[src/rtl/munch_pkg.sv]
// Shared types and constants for the munch host byte-bus responder.
// Holds the responder FSM states, register addresses and uio drive levels.
package munch_pkg;

    typedef enum logic [2:0] {
        IDLE,
        WRITE,
        RDSETUP,
        RDACK,
        WAITLOW
    } host_state_t;

    localparam logic [1:0] ADDR_CFG0   = 2'd0;
    localparam logic [1:0] ADDR_CFG1   = 2'd1;
    localparam logic [1:0] ADDR_CFG2   = 2'd2;
    localparam logic [1:0] ADDR_STATUS = 2'd3;

    localparam logic [7:0] UIO_DRIVE   = 8'hFF;
    localparam logic [7:0] UIO_RELEASE = 8'h00;

endpackage

[src/rtl/munch_sync2.sv]
// Single-bit synchronizer of configurable depth with synchronous active-low reset.
module munch_sync2 #(
    parameter int STAGES = 2
) (
    input  logic clk,
    input  logic rst_n,
    input  logic d,
    output logic q
);

    logic [STAGES-1:0] chain;

    always_ff @(posedge clk) begin
        if (!rst_n) begin
            chain <= '0;
        end else begin
            chain <= {chain[STAGES-2:0], d};
        end
    end

    assign q = chain[STAGES-1];

endmodule

[src/rtl/munch_host_port.sv]
// Four-phase strobe/acknowledge responder between the host pads and the munch core.
// Define MUNCH_HOST_READBACK_EN to enable the read data path onto the uio bus.
module munch_host_port
    import munch_pkg::*;
#(
    parameter int         SYNC_STAGES = 2,
    parameter logic [7:0] CFG0_RST    = 8'h00,
    parameter logic [7:0] CFG1_RST    = 8'h01,
    parameter logic [7:0] CFG2_RST    = 8'hFF
) (
    input  logic       clk,
    input  logic       rst_n,
    input  logic       ena,
    input  logic [7:0] ui_in,
    input  logic [7:0] uio_in,
    output logic [7:0] uio_out,
    output logic [7:0] uio_oe,
    output logic       host_ack,
    output logic [7:0] cfg0,
    output logic [7:0] cfg1,
    output logic [7:0] cfg2,
    input  logic       frame_tick,
    input  logic       core_busy
);

    host_state_t            state;
    logic                   stb_sync;
    logic [SYNC_STAGES-1:0] fill;
    logic                   low_seen;
    logic                   tick_sticky;
    logic                   start;
    logic                   rnw;
    logic [1:0]             addr;

    assign rnw  = ui_in[6];
    assign addr = ui_in[5:4];

    munch_sync2 #(.STAGES(SYNC_STAGES)) u_stb_sync (
        .clk   (clk),
        .rst_n (rst_n),
        .d     (ui_in[7]),
        .q     (stb_sync)
    );

    // The synchronizer reads 0 until it has refilled after reset, so a low STB
    // only arms the edge detector once the chain holds real pad samples.
    always_ff @(posedge clk) begin
        if (!rst_n) begin
            fill     <= '0;
            low_seen <= 1'b0;
        end else begin
            fill     <= {fill[SYNC_STAGES-2:0], 1'b1};
            low_seen <= ena && fill[SYNC_STAGES-1] && !stb_sync;
        end
    end

    assign start = ena && (state == IDLE) && stb_sync && low_seen;

`ifdef MUNCH_HOST_READBACK_EN
    logic [7:0] rd_value;
    logic       unused_bits;
    assign unused_bits = &{1'b0, ui_in[3:0]};

    always_comb begin
        rd_value = {6'b0, core_busy, tick_sticky};
        case (addr)
            ADDR_CFG0: rd_value = cfg0;
            ADDR_CFG1: rd_value = cfg1;
            ADDR_CFG2: rd_value = cfg2;
            default:   rd_value = {6'b0, core_busy, tick_sticky};
        endcase
    end
`else
    logic unused_bits;
    assign unused_bits = &{1'b0, ui_in[3:0], core_busy};
`endif

    // Outputs are loaded on entry to each state, which is what gives the
    // two-cycle write ACK and the data-before-ACK read setup.
    always_ff @(posedge clk) begin
        if (!rst_n) begin
            state    <= IDLE;
            host_ack <= 1'b0;
            uio_oe   <= UIO_RELEASE;
            uio_out  <= 8'h00;
            cfg0     <= CFG0_RST;
            cfg1     <= CFG1_RST;
            cfg2     <= CFG2_RST;
        end else if (!ena) begin
            state    <= IDLE;
            host_ack <= 1'b0;
            uio_oe   <= UIO_RELEASE;
        end else begin
            case (state)
                IDLE: begin
                    if (start) begin
                        if (!rnw) begin
                            state    <= WRITE;
                            host_ack <= 1'b1;
                            case (addr)
                                ADDR_CFG0: cfg0 <= uio_in;
                                ADDR_CFG1: cfg1 <= uio_in;
                                ADDR_CFG2: cfg2 <= uio_in;
                                default:   ;
                            endcase
                        end else begin
`ifdef MUNCH_HOST_READBACK_EN
                            state   <= RDSETUP;
                            uio_out <= rd_value;
                            uio_oe  <= UIO_DRIVE;
`else
                            state    <= WAITLOW;
                            host_ack <= 1'b1;
`endif
                        end
                    end
                end
                WRITE: state <= WAITLOW;
                RDSETUP: begin
                    state    <= RDACK;
                    host_ack <= 1'b1;
                end
                // A falling STB already satisfies the WAITLOW exit, so release here.
                RDACK: begin
                    if (!stb_sync) begin
                        state    <= IDLE;
                        host_ack <= 1'b0;
                        uio_oe   <= UIO_RELEASE;
                    end
                end
                WAITLOW: begin
                    if (!stb_sync) begin
                        state    <= IDLE;
                        host_ack <= 1'b0;
                    end
                end
                default: state <= IDLE;
            endcase
        end
    end

    // A new frame tick outranks a status read clearing the flag in the same cycle.
    always_ff @(posedge clk) begin
        if (!rst_n) begin
            tick_sticky <= 1'b0;
        end else if (frame_tick) begin
            tick_sticky <= 1'b1;
`ifdef MUNCH_HOST_READBACK_EN
        end else if (start && rnw && (addr == ADDR_STATUS)) begin
            tick_sticky <= 1'b0;
`endif
        end
    end

endmodule

[config.mk]
export PLATFORM = sky130hd
export DESIGN_NAME = munch_host_port
export DESIGN_NICKNAME = d
export VERILOG_FILES = /design/src/rtl/munch_pkg.sv /design/src/rtl/munch_sync2.sv /design/src/rtl/munch_host_port.sv
export SDC_FILE = /design/constraint.sdc
export NUM_CORES = 1
export LEC_CHECK = 0
export BUFFER_PORTS_ARGS = -buffer_cell sky130_fd_sc_hd__buf_2
export CAP_MARGIN = 30
export CORE_ASPECT_RATIO = 0.75
export CORE_MARGIN = 8
export CORE_UTILIZATION = 47
export DETAILED_ROUTE_END_ITERATION = 8
export GPL_ROUTABILITY_DRIVEN = 0
export GPL_TIMING_DRIVEN = 0
export HOLD_SLACK_MARGIN = 0.03
export PLACE_DENSITY = 0.91
export SYNTH_ARGS = -nofsm -noshare
export SYNTH_HDL_FRONTEND = slang
export SYNTH_SLANG_ARGS = --single-unit
[constraint.sdc]
create_clock -name clk -period 1.7 [get_ports clk]
set_input_delay 0.425 -clock clk [delete_from_list [all_inputs] [get_ports clk]]
set_output_delay 0.425 -clock clk [all_outputs]
set_load 0.03 [all_outputs]
After elaboration in Yosys (flattened, before gate mapping) --
Cells that the tools add are included.
Storage, ports and cells: register bits 33, output and inout bits 41, word-level logic and storage cells 42
Operators by class: bitwise logic cells 1, multiplexer cells 8, equal/unequal tests 8, reduce and logical (&&, ||, !) cells 16
Operators with widths (number):
- $reduce_and A5 Y1 | 3
- $pmux W3 S4 | 1
- $mux W3 | 3
- $eq A3 B2 Y1 const B | 2
- $logic_and A1 B1 Y1 | 5
- $ne A2 B2 Y1 const B | 2
- $reduce_and A2 Y1 | 2
- $eq A3 B1 Y1 const B | 1
- $eq A3 B3 Y1 const B | 1
- $logic_not A3 Y1 | 1
- $mux W1 | 3
- $pmux W1 S3 | 1
- $reduce_and A3 Y1 | 1
- $reduce_bool A3 Y1 | 1
- $eq A2 B1 Y1 const B | 1
- $eq A2 B2 Y1 const B | 1
- $logic_not A2 Y1 | 1
- $reduce_or A2 Y1 | 1
- $logic_not A1 Y1 | 1
- $not A1 Y1 | 1

Logic depth before layout (Yosys ltp) --
Gate-level depths: netlist of the first run.
word-level depth 6, mapped depth 6, depth with buffers taken out 3

By module --
Synthesis of the first run repeated with hierarchy kept, for this count alone.
Second synthesis, totals: cell total of the unflattened synthesis 147, area total of the unflattened synthesis 1452.6 µm²
Modules (own cells, without submodules):
- munch_host_port | area an instance 1400.1 µm², sequential area each 620.6 µm², instances 1, cells an instance 143
- munch_sync2 | area an instance 52.6 µm², sequential area each 40.0 µm², instances 1, cells an instance 4

Worst setup path after synthesis of the first run --
Ideal clock, no wire load.
path kind input-to-reg, start point input port ui_in[6], end point register cfg2[1], stages 4, arrival 1.285 ns, setup slack 0.295 ns, path buffers 1, setup time 0.120 ns, path through and4b_1 > buf_2 > nand3_2 > a211o_1
Between the ends: word-level cells in the longest chain between the ends 2
Ends and longest elaborated chain:
- start, declared | RTL line munch_host_port.sv:14 | input logic [7:0] ui_in,
- $not A1 Y1 (no line)
- $reduce_and A5 Y1 (no line)
- end signal, assigned | RTL line munch_host_port.sv:103 | ADDR_CFG2: cfg2 <= uio_in;
- end, declared | RTL line munch_host_port.sv:21 | output logic [7:0] cfg2,
Every way passes these cells. A chain may end at the register's enable or synchronous reset.

Worst setup path in the final report of the first run --
start point register state[1], end point register cfg2[2]
Between the ends: word-level cells in the longest chain between the ends 5
Ends and longest elaborated chain:
- start, declared | RTL line munch_host_port.sv:26 | host_state_t state;
- start signal, assigned | RTL line munch_host_port.sv:82 | state <= IDLE;
- start signal, assigned | RTL line munch_host_port.sv:90 | state <= IDLE;
- start signal, assigned | RTL line munch_host_port.sv:98 | state <= WRITE;
- $logic_not A3 Y1 * | RTL line munch_host_port.sv:57, munch_host_port.sv:94
- $logic_and A1 B1 Y1 (3 in a row) | RTL line munch_host_port.sv:57 | assign start = ena && (state == IDLE) && stb_sync && low_seen;
- $reduce_and A5 Y1 (no line) *
Every way passes the cells marked *; elsewhere a longest branch is shown, timed or not.

==> impl_metrics.json, run 1 <==
{
  "status": "complete, no violations",
  "seq_power_share": 0.463,
  "cts_made_buffers": 5,
  "p_sw_frac": 0.227,
  "antenna_left": 0,
  "final_nets": 229,
  "area_growth_pct": 28.8,
  "hold_buffers": 0,
  "rr_startpoint": "state[1]",
  "totalPowerFinal_mw": 1.68,
  "drive_above_1_share": 0.354,
  "synth_flop_cell": "dfxtp_1",
  "synth_edf_count": 0,
  "crit_required_ps": 1870,
  "grt_pass1_vias": 1111,
  "layout_commonest_cell": "buf_2",
  "io_pins": 62,
  "root_buffer": "clkbuf_8",
  "rsz0062_at_grt": "no",
  "row_count": 17,
  "globalRouteTotalUtil": 0.131,
  "drv_cap": 0,
  "critPathLaunchType": "flip-flop",
  "clockBufferDepth": 2,
  "ys_seq_area_frac": 0.454,
  "cp.arrival_ps": 1730,
  "use_met1": 0.155,
  "dp_hpwl_um": 2610,
  "wire_per_inst_um": 13.7,
  "drc": 0,
  "chipWidth_um": 80.3,
  "period_share": 0.917,
  "synthArstFlopShare": 0,
  "met3_usage": 0.0670,
  "diodes": 0,
  "whs_path_depth": 1,
  "power_density_mw_per_mm2": 898,
  "htree_levels": 2,
  "cts_sinks": 33,
  "rrSetupSlack_ps": 140,
  "yosysTopAreaCellShare": 0.454,
  "die_h_um": 64.2,
  "grtUsageMet2": 0.204,
  "cts_tree": "yes",
  "final_cell_mix": "42 x buf_2, 33 x dfxtp_1, 25 x nand2_1",
  "post_cts_resized": 0,
  "finalMaxSlewViolations": 0,
  "yosysUniqueCellTypes": 31,
  "peakVddDrop_mv": 0.656,
  "slowest_stage": "nor3_2",
  "synth_area_per_cell_um2": 9.90,
  "worst-path-max-fanout": 9,
  "max_clock_freq_ghz": 0.642,
  "path_class": "reg -> reg",
  "reg2reg_depth": 4,
  "fin_setup_tns_ps": 0,
  "core_mm2": 0.00296,
  "holdWs_ps": 271,
  "drt-pass1-iter-count": 4,
  "yosysWarnings": 0,
  "start_util": 0.492,
  "combPwrFrac": 0.083,
  "clock_latency_ps": 290,
  "antenna_found_initial": 0,
  "hold_path_end": "fill[0]",
  "post-route-util": 0.634,
  "grt_overflow_total": 0,
  "syn_area_mm2": 0.00146,
  "portBuffers": 39,
  "p_sw_mw": 0.382,
  "stdcell_area_mm2": 0.00187,
  "drtIter0Drc": 81,
  "postRouteWirelength_um": 3380,
  "grt_max_degree": 12,
  "leakage_nw": 0.886,
  "setup_viol_count_final": 0,
  "viasPerCell": 4.71,
  "hold_path_class": "in -> reg",
  "end_kind": "flip-flop",
  "reg2reg_to": "cfg2[2]",
  "p_int_mw": 1.30,
  "die_area_mm2": 0.00515,
  "path_clk_slew_ps": 70,
  "min_period_ps": 1560,
  "cp_cell_sequence": "buf_6, nor3_2, nand3_2, a211o_1",
  "synth_area_leaders": "dfxtp_1 45%, mux2i_1 12%, buf_4 8.8%, nand2_1 6.4%, a211o_1 4.2%",
  "fin_skew_ps": 5.70,
  "synth_top_cell_by_area": "dfxtp_1",
  "synth_seq_cells": 33,
  "hold_violations": 0,
  "grt.busiest_layer": "met2",
  "clkPwrFrac": 0.454,
  "vias": 1164,
  "max_stage_delay_ps": 370,
  "post_cts_buffers": 0,
  "grt_pass1_wl_um": 5360,
  "placed_area_mm2": 0.00175,
  "syn_inst": 147,
  "hp-start": "rst_n"
}
flip-flops by register name (all words and copies together) (netlist names):
| name | flops |
|---|---|
| host_ack | 1 |
| fill | 2 |
| u_stb_sync.chain | 2 |
| cfg2 | 8 |
| low_seen | 1 |
| cfg0 | 8 |
| state | 3 |
| cfg1 | 8 |
layer usage:
metal	up-vias	wire [um]	part of all wire
met5	-	0	0
met4	0	19	0.0056
met3	4	277	0.082
met2	30	1610	0.48
met1	521	1470	0.44
li1	609	-	-
worst max-delay path by stage:
stage             start      end  slack, ps  cells past startpoint
2_1_floorplan  ui_in[6]  cfg2[1]        300                      4
3_3_place_gp      rst_n  cfg1[0]         60                      5
3_5_place_dp      rst_n  cfg1[0]         30                      5
4_1_cts        state[1]  cfg2[5]        160                      4
5_1_grt        state[2]  cfg2[4]         30                      4
6_report       state[1]  cfg2[2]        140                      4
final cells by class:
| type | count | area, um^2 |
|---|---|---|
| inverters | 2 | 7.51 |
| flip-flops and latches | 33 | 661 |
| clock inverters | 2 | 37.5 |
| clock buffers | 6 | 82.6 |
| plain buffers | 25 | 176 |
| fillers | 253 | 1080 |
| repair buffers | 39 | 195 |
| multi-input cells | 102 | 667 |
| well taps | 38 | 47.5 |
per-stage QoR:
step	setup WS, ps	std cells
after floorplan	295	162
after global placement	60.7	239
after detailed placement	33.3	239
after CTS	160	247
after global routing	25.4	247
final	142	247
power by group through the flow:
| stage | clock [mW] | combinational, mW | sequential, mW |
|---|---|---|---|
| floorplan | 0 | 0.104 | 0.798 |
| global placement | 0 | 0.135 | 0.797 |
| detailed placement | 0 | 0.137 | 0.798 |
| CTS | 0.775 | 0.137 | 0.780 |
| global route | 0.828 | 0.149 | 0.780 |
| finish | 0.764 | 0.140 | 0.780 |
worst max-delay path, delay by kind of cell (launching register included):
family	cells	cell delay, ps
compound gates	1	360
buf+inv	1	130
simple gates	2	650
flops	1	310
synth_stat cells (2+ instances only):
master / n
mux2i_1: 17
nor2_1: 4
nand3_1: 2
dfxtp_1: 33
a31oi_1: 2
nor3_1: 2
buf_6: 2
buf_2: 3
and4_1: 7
nand2_1: 25
and2_1: 3
a211o_1: 7
buf_4: 17
clkbuf_1: 3
o21ai_0: 2
nor4b_1: 2
nor2b_1: 2
cells by family (layout without fill, tap and decap cells):
| kind of cell | Yosys count | count (layout) | share of synthesized area |
|---|---|---|---|
| flops | 33 | 33 | 0.454 |
| buf+inv | 27 | 74 | 0.126 |
| compound gates | 14 | 14 | 0.0748 |
| mux | 17 | 17 | 0.117 |
| other cells | 1 | 16 | 0.00258 |
| simple gates | 55 | 55 | 0.225 |
(Power assumes the default switching activity.)
==> run 2: changes to the inputs <==
--- a/config.mk
+++ b/config.mk
@@ -9,12 +9,12 @@
 export CAP_MARGIN = 30
 export CORE_ASPECT_RATIO = 0.75
 export CORE_MARGIN = 8
-export CORE_UTILIZATION = 47
+export CORE_UTILIZATION = 50
 export DETAILED_ROUTE_END_ITERATION = 8
 export GPL_ROUTABILITY_DRIVEN = 0
 export GPL_TIMING_DRIVEN = 0
 export HOLD_SLACK_MARGIN = 0.03
-export PLACE_DENSITY = 0.91
+export PLACE_DENSITY = 0.95
 export SYNTH_ARGS = -nofsm -noshare
 export SYNTH_HDL_FRONTEND = slang
 export SYNTH_SLANG_ARGS = --single-unit
==> constraint.sdc (replaced) <==
create_clock -name clk -period 1.95 [get_ports clk]
set_input_delay 0.4875 -clock clk [delete_from_list [all_inputs] [get_ports clk]]
set_output_delay 0.4875 -clock clk [all_outputs]
set_load 0.03 [all_outputs]
==> run 2 against run 1 <==
Routed wire length decreased by 3.8%. Global-route usage rose by 0.16 points. Cell count unchanged. Maximum frequency is 0.68% higher. First-iteration DRC count shrank 11%. Via count grew 0.34%.
==> impl_metrics.json, run 2 (same netlist as run 1, synthesis figures left out) <==
{
  "post_cts_buffers": 0,
  "hold_buffers": 0,
  "path_class": "reg -> reg",
  "io_pins": 62,
  "root_buffer": "clkbuf_8",
  "crit_required_ps": 2120,
  "period_share": 0.794,
  "diodes": 0,
  "end_kind": "flip-flop",
  "finalMaxSlewViolations": 0,
  "antenna_left": 0,
  "wl_met2_um": 1550,
  "totalPowerFinal_mw": 1.28,
  "highest_layer": "met4",
  "clkPwrFrac": 0.375,
  "critPathLaunchType": "flip-flop",
  "drt-pass1-iter-count": 6,
  "area_growth_pct": 26.2,
  "final_nets": 229,
  "chipWidth_um": 78.3,
  "reg2reg_depth": 4,
  "seq_power_share": 0.530,
  "final_cells": 247,
  "cts_tree": "yes",
  "worst_slack_ps": 402,
  "power_density_mw_per_mm2": 699,
  "globalRouteTotalUtil": 0.133,
  "clockBufferDepth": 2,
  "p_sw_frac": 0.246,
  "drv_cap": 0,
  "portBuffers": 39,
  "dp_hpwl_um": 2520,
  "drive_above_1_share": 0.349,
  "fin_setup_tns_ps": 0,
  "vias": 1168,
  "whs_path_depth": 1,
  "grt_pass1_vias": 1100,
  "post-route-util": 0.644,
  "grt_overflow_total": 0,
  "status": "complete, no violations",
  "fin_skew_ps": 2.94,
  "grt_pass1_wl_um": 5280,
  "antenna_found_initial": 0,
  "drtIter0Drc": 72,
  "cts_sinks": 33,
  "stdcell_area_mm2": 0.00184,
  "wl_met1_um": 1460,
  "cp.arrival_ps": 1710,
  "min_period_ps": 1550,
  "hold_violations": 0,
  "pre_cts_ws_ps": 229,
  "core_mm2": 0.00285,
  "final_cell_mix": "42 x buf_2, 33 x dfxtp_1, 25 x nand2_1",
  "viasPerCell": 4.73,
  "fillers": 240,
  "reg.largest.list": "cfg0 x8, cfg1 x8, cfg2 x8",
  "layout_commonest_cell": "buf_2",
  "combPwrFrac": 0.095,
  "hold_path_class": "in -> reg",
  "dr_wl_met3_um": 186,
  "placed_area_mm2": 0.00175,
  "wire_per_inst_um": 13.2,
  "die_area_mm2": 0.00491,
  "path_clk_slew_ps": 60,
  "peakVddDrop_mv": 0.608,
  "p_int_mw": 0.967,
  "setup_viol_count_final": 0,
  "p_sw_mw": 0.316,
  "cts_made_buffers": 5,
  "leakage_nw": 0.873,
  "postRouteWirelength_um": 3250,
  "row_count": 17,
  "htree_levels": 2,
  "start_util": 0.511,
  "clock_latency_ps": 280,
  "grt_max_degree": 11,
  "max_clock_freq_ghz": 0.646,
  "worst-path-max-fanout": 9,
  "rsz0062_at_grt": "no",
  "drc": 0,
  "die_h_um": 62.7,
  "holdWs_ps": 334,
  "post_cts_resized": 0,
  "dp_cells": 239
}
==> run 2: power by group through the flow <==
stage / Sequential, mW / Combinational (mW) / Clock (mW)
after detailed placement: 0.695 / 0.119 / 0
after CTS: 0.680 / 0.119 / 0.486
after global placement: 0.695 / 0.118 / 0
final: 0.680 / 0.122 / 0.481
after floorplan: 0.695 / 0.0903 / 0
after global routing: 0.680 / 0.130 / 0.524
==> run 2: worst paths after layout <==
| kind | startpoint | to | slack (ps) |
|---|---|---|---|
| max | state[1] | cfg2[2] | 400 |
| min | rst_n | fill[0] | 330 |
| max reg2reg | state[1] | cfg2[2] | 400 |
| min reg2reg | u_stb_sync.chain[0] | u_stb_sync.chain[1] | 440 |
==> run 2: worst max-delay path, cell delays in order (launching register included) <==
cell,delay (ps)
dfxtp_1,310
buf_6,130
nor3_2,380
nand3_2,260
a211o_1,350
==> run 2: area by class of cell <==
class / count / area [um^2] / share of cell area
buffer: 25 / 176 / 0.0960
clock buffer: 6 / 72.6 / 0.0395
timing repair buffer: 39 / 195 / 0.106
multi-input combinational: 102 / 667 / 0.363
inverter: 2 / 7.51 / 0.00409
sequential: 33 / 661 / 0.360
tap: 38 / 47.5 / 0.0259
clock inverter: 2 / 10.0 / 0.00545
==> run 2: metal layers <==
metal | GRT usage | vias to the layer above
li1 | - | 602
met5 | 0 | -
met4 | 0.0576 | 0
met3 | 0.0532 | 7
met2 | 0.209 | 34
met1 | 0.154 | 525
==> run 3: changes to the inputs <==
--- a/config.mk
+++ b/config.mk
@@ -9,12 +9,12 @@
 export CAP_MARGIN = 30
 export CORE_ASPECT_RATIO = 0.75
 export CORE_MARGIN = 8
-export CORE_UTILIZATION = 50
+export CORE_UTILIZATION = 47
 export DETAILED_ROUTE_END_ITERATION = 8
 export GPL_ROUTABILITY_DRIVEN = 0
 export GPL_TIMING_DRIVEN = 0
 export HOLD_SLACK_MARGIN = 0.03
-export PLACE_DENSITY = 0.95
+export PLACE_DENSITY = 0.91
 export SYNTH_ARGS = -nofsm -noshare
 export SYNTH_HDL_FRONTEND = slang
 export SYNTH_SLANG_ARGS = --single-unit
==> constraint.sdc (replaced) <==
create_clock -name clk -period 1.6 [get_ports clk]
set_input_delay 0.4 -clock clk [delete_from_list [all_inputs] [get_ports clk]]
set_output_delay 0.4 -clock clk [all_outputs]
set_load 0.03 [all_outputs]
==> run 3 against run 2 <==
Clock skew grew 1.7 ps. Sequential power grew 22%. Die area grew 4.9%. Non-clock buffer count is the same. Highest routed layer unchanged.
==> impl_metrics.json, run 3 (same netlist as run 1, synthesis figures left out) <==
{
  "dp_cells": 239,
  "drv_cap": 0,
  "reg2reg_to": "cfg0[4]",
  "area_growth_pct": 29.8,
  "hold_buffers": 0,
  "die_h_um": 64.2,
  "worst_slew_pin_slew_ps": 509,
  "rsz0062_at_grt": "no",
  "max_slew_margin": 0.660,
  "layout_commonest_cell": "buf_2",
  "hold_path_class": "in -> reg",
  "drtIter0Drc": 80,
  "drt-pass1-iter-count": 4,
  "post-route-util": 0.639,
  "viasPerCell": 4.78,
  "globalRouteTotalUtil": 0.131,
  "min_period_ps": 1520,
  "worst-path-max-fanout": 9,
  "root_buffer": "clkbuf_8",
  "drive_above_1_share": 0.354,
  "post_cts_buffers": 0,
  "max_clock_freq_ghz": 0.658,
  "setup_viol_count_final": 0,
  "final_cells": 247,
  "rrSetupSlack_ps": 80,
  "leakage_nw": 0.890,
  "diodes": 0,
  "cts_sinks": 33,
  "finalMaxSlewViolations": 0,
  "critPathLaunchType": "flip-flop",
  "postRouteWirelength_um": 3410,
  "io_pins": 62,
  "path_clk_slew_ps": 70,
  "status": "complete, no violations",
  "fin_skew_ps": 4.62,
  "cts_made_buffers": 5,
  "wire_per_inst_um": 13.8,
  "hold_path_end": "fill[0]",
  "cp.arrival_ps": 1730,
  "final_cell_mix": "42 x buf_2, 33 x dfxtp_1, 25 x nand2_1",
  "path_class": "reg -> reg",
  "clockBufferDepth": 2,
  "final_nets": 229,
  "whs_path_depth": 1,
  "drc": 0,
  "chipWidth_um": 80.3,
  "reg.largest.list": "cfg0 x8, cfg1 x8, cfg2 x8",
  "fillers": 250,
  "clock_latency_ps": 290,
  "antenna_found_initial": 0,
  "placed_area_mm2": 0.00175,
  "peakVddDrop_mv": 0.759,
  "die_area_mm2": 0.00515,
  "grt_max_degree": 12,
  "hold_violations": 0,
  "cts_tree": "yes",
  "post_cts_resized": 0,
  "hp-start": "rst_n",
  "htree_levels": 2,
  "totalPowerFinal_mw": 1.79,
  "start_util": 0.492,
  "period_share": 0.950,
  "end_kind": "flip-flop",
  "core_mm2": 0.00296,
  "grt_overflow_total": 0,
  "crit_required_ps": 1810,
  "antenna_left": 0,
  "vias": 1181,
  "row_count": 17,
  "portBuffers": 39,
  "dp_hpwl_um": 2610,
  "grt_pass1_wl_um": 5360,
  "reg2reg_depth": 5,
  "rr_startpoint": "state[2]",
  "power_density_mw_per_mm2": 950,
  "grt_pass1_vias": 1111,
  "fin_setup_tns_ps": 0,
  "stdcell_area_mm2": 0.00189
}
[run 3: worst max-delay path by stage]
stage             start  endpoint  slack [ps]  cells after the start
2_1_floorplan  state[1]   cfg0[1]         200                      5
3_3_place_gp      rst_n   cfg1[0]         -10                      5
3_5_place_dp      rst_n   cfg1[0]         -40                      5
4_1_cts        state[1]   cfg2[5]          60                      4
5_1_grt        state[2]   cfg0[5]          20                      5
6_report       state[2]   cfg0[4]          80                      5
[run 3: final cells by class]
type / instances / area [um^2] / area share
Multi-Input combinational cell: 102 / 681 / 0.361
Sequential cell: 33 / 661 / 0.350
Timing Repair Buffer: 39 / 195 / 0.103
Buffer: 25 / 176 / 0.0934
Clock buffer: 6 / 82.6 / 0.0437
Tap cell: 38 / 47.5 / 0.0252
Clock inverter: 2 / 37.5 / 0.0199
Inverter: 2 / 7.51 / 0.00398
[run 3: metrics by stage]
step / setup slack, ps / hold slack (ps)
floorplan: 197 / 412
global placement: -14.3 / 414
detailed placement: -41.7 / 420
CTS: 59.8 / 243
global route: 16.7 / 234
finish: 79.4 / 245
[run 3: power by group]
| part | total (mW) | internal [mW] | switching [mW] | leakage, nW |
|---|---|---|---|---|
| registers | 0.829 | 0.827 | 0.00175 | 0.267 |
| logic | 0.149 | 0.0504 | 0.0989 | 0.565 |
| clock network | 0.816 | 0.506 | 0.310 | 0.0574 |
[run 3: metal layers]
| layer | vias to the layer above | share of wire | global-route usage |
|---|---|---|---|
| li1 | 605 | - | - |
| met3 | 3 | 0.084 | 0.0670 |
| met1 | 534 | 0.43 | 0.155 |
| met2 | 39 | 0.48 | 0.204 |
| met5 | - | 0 | 0 |
| met4 | 0 | 0.0056 | 0.0339 |
[run 3: worst max-delay path: stages (launching register included)]
cell	delay [ps]
dfxtp_1	290
buf_2	170
or3_4	360
nor4b_4	230
buf_6	190
mux2i_1	210
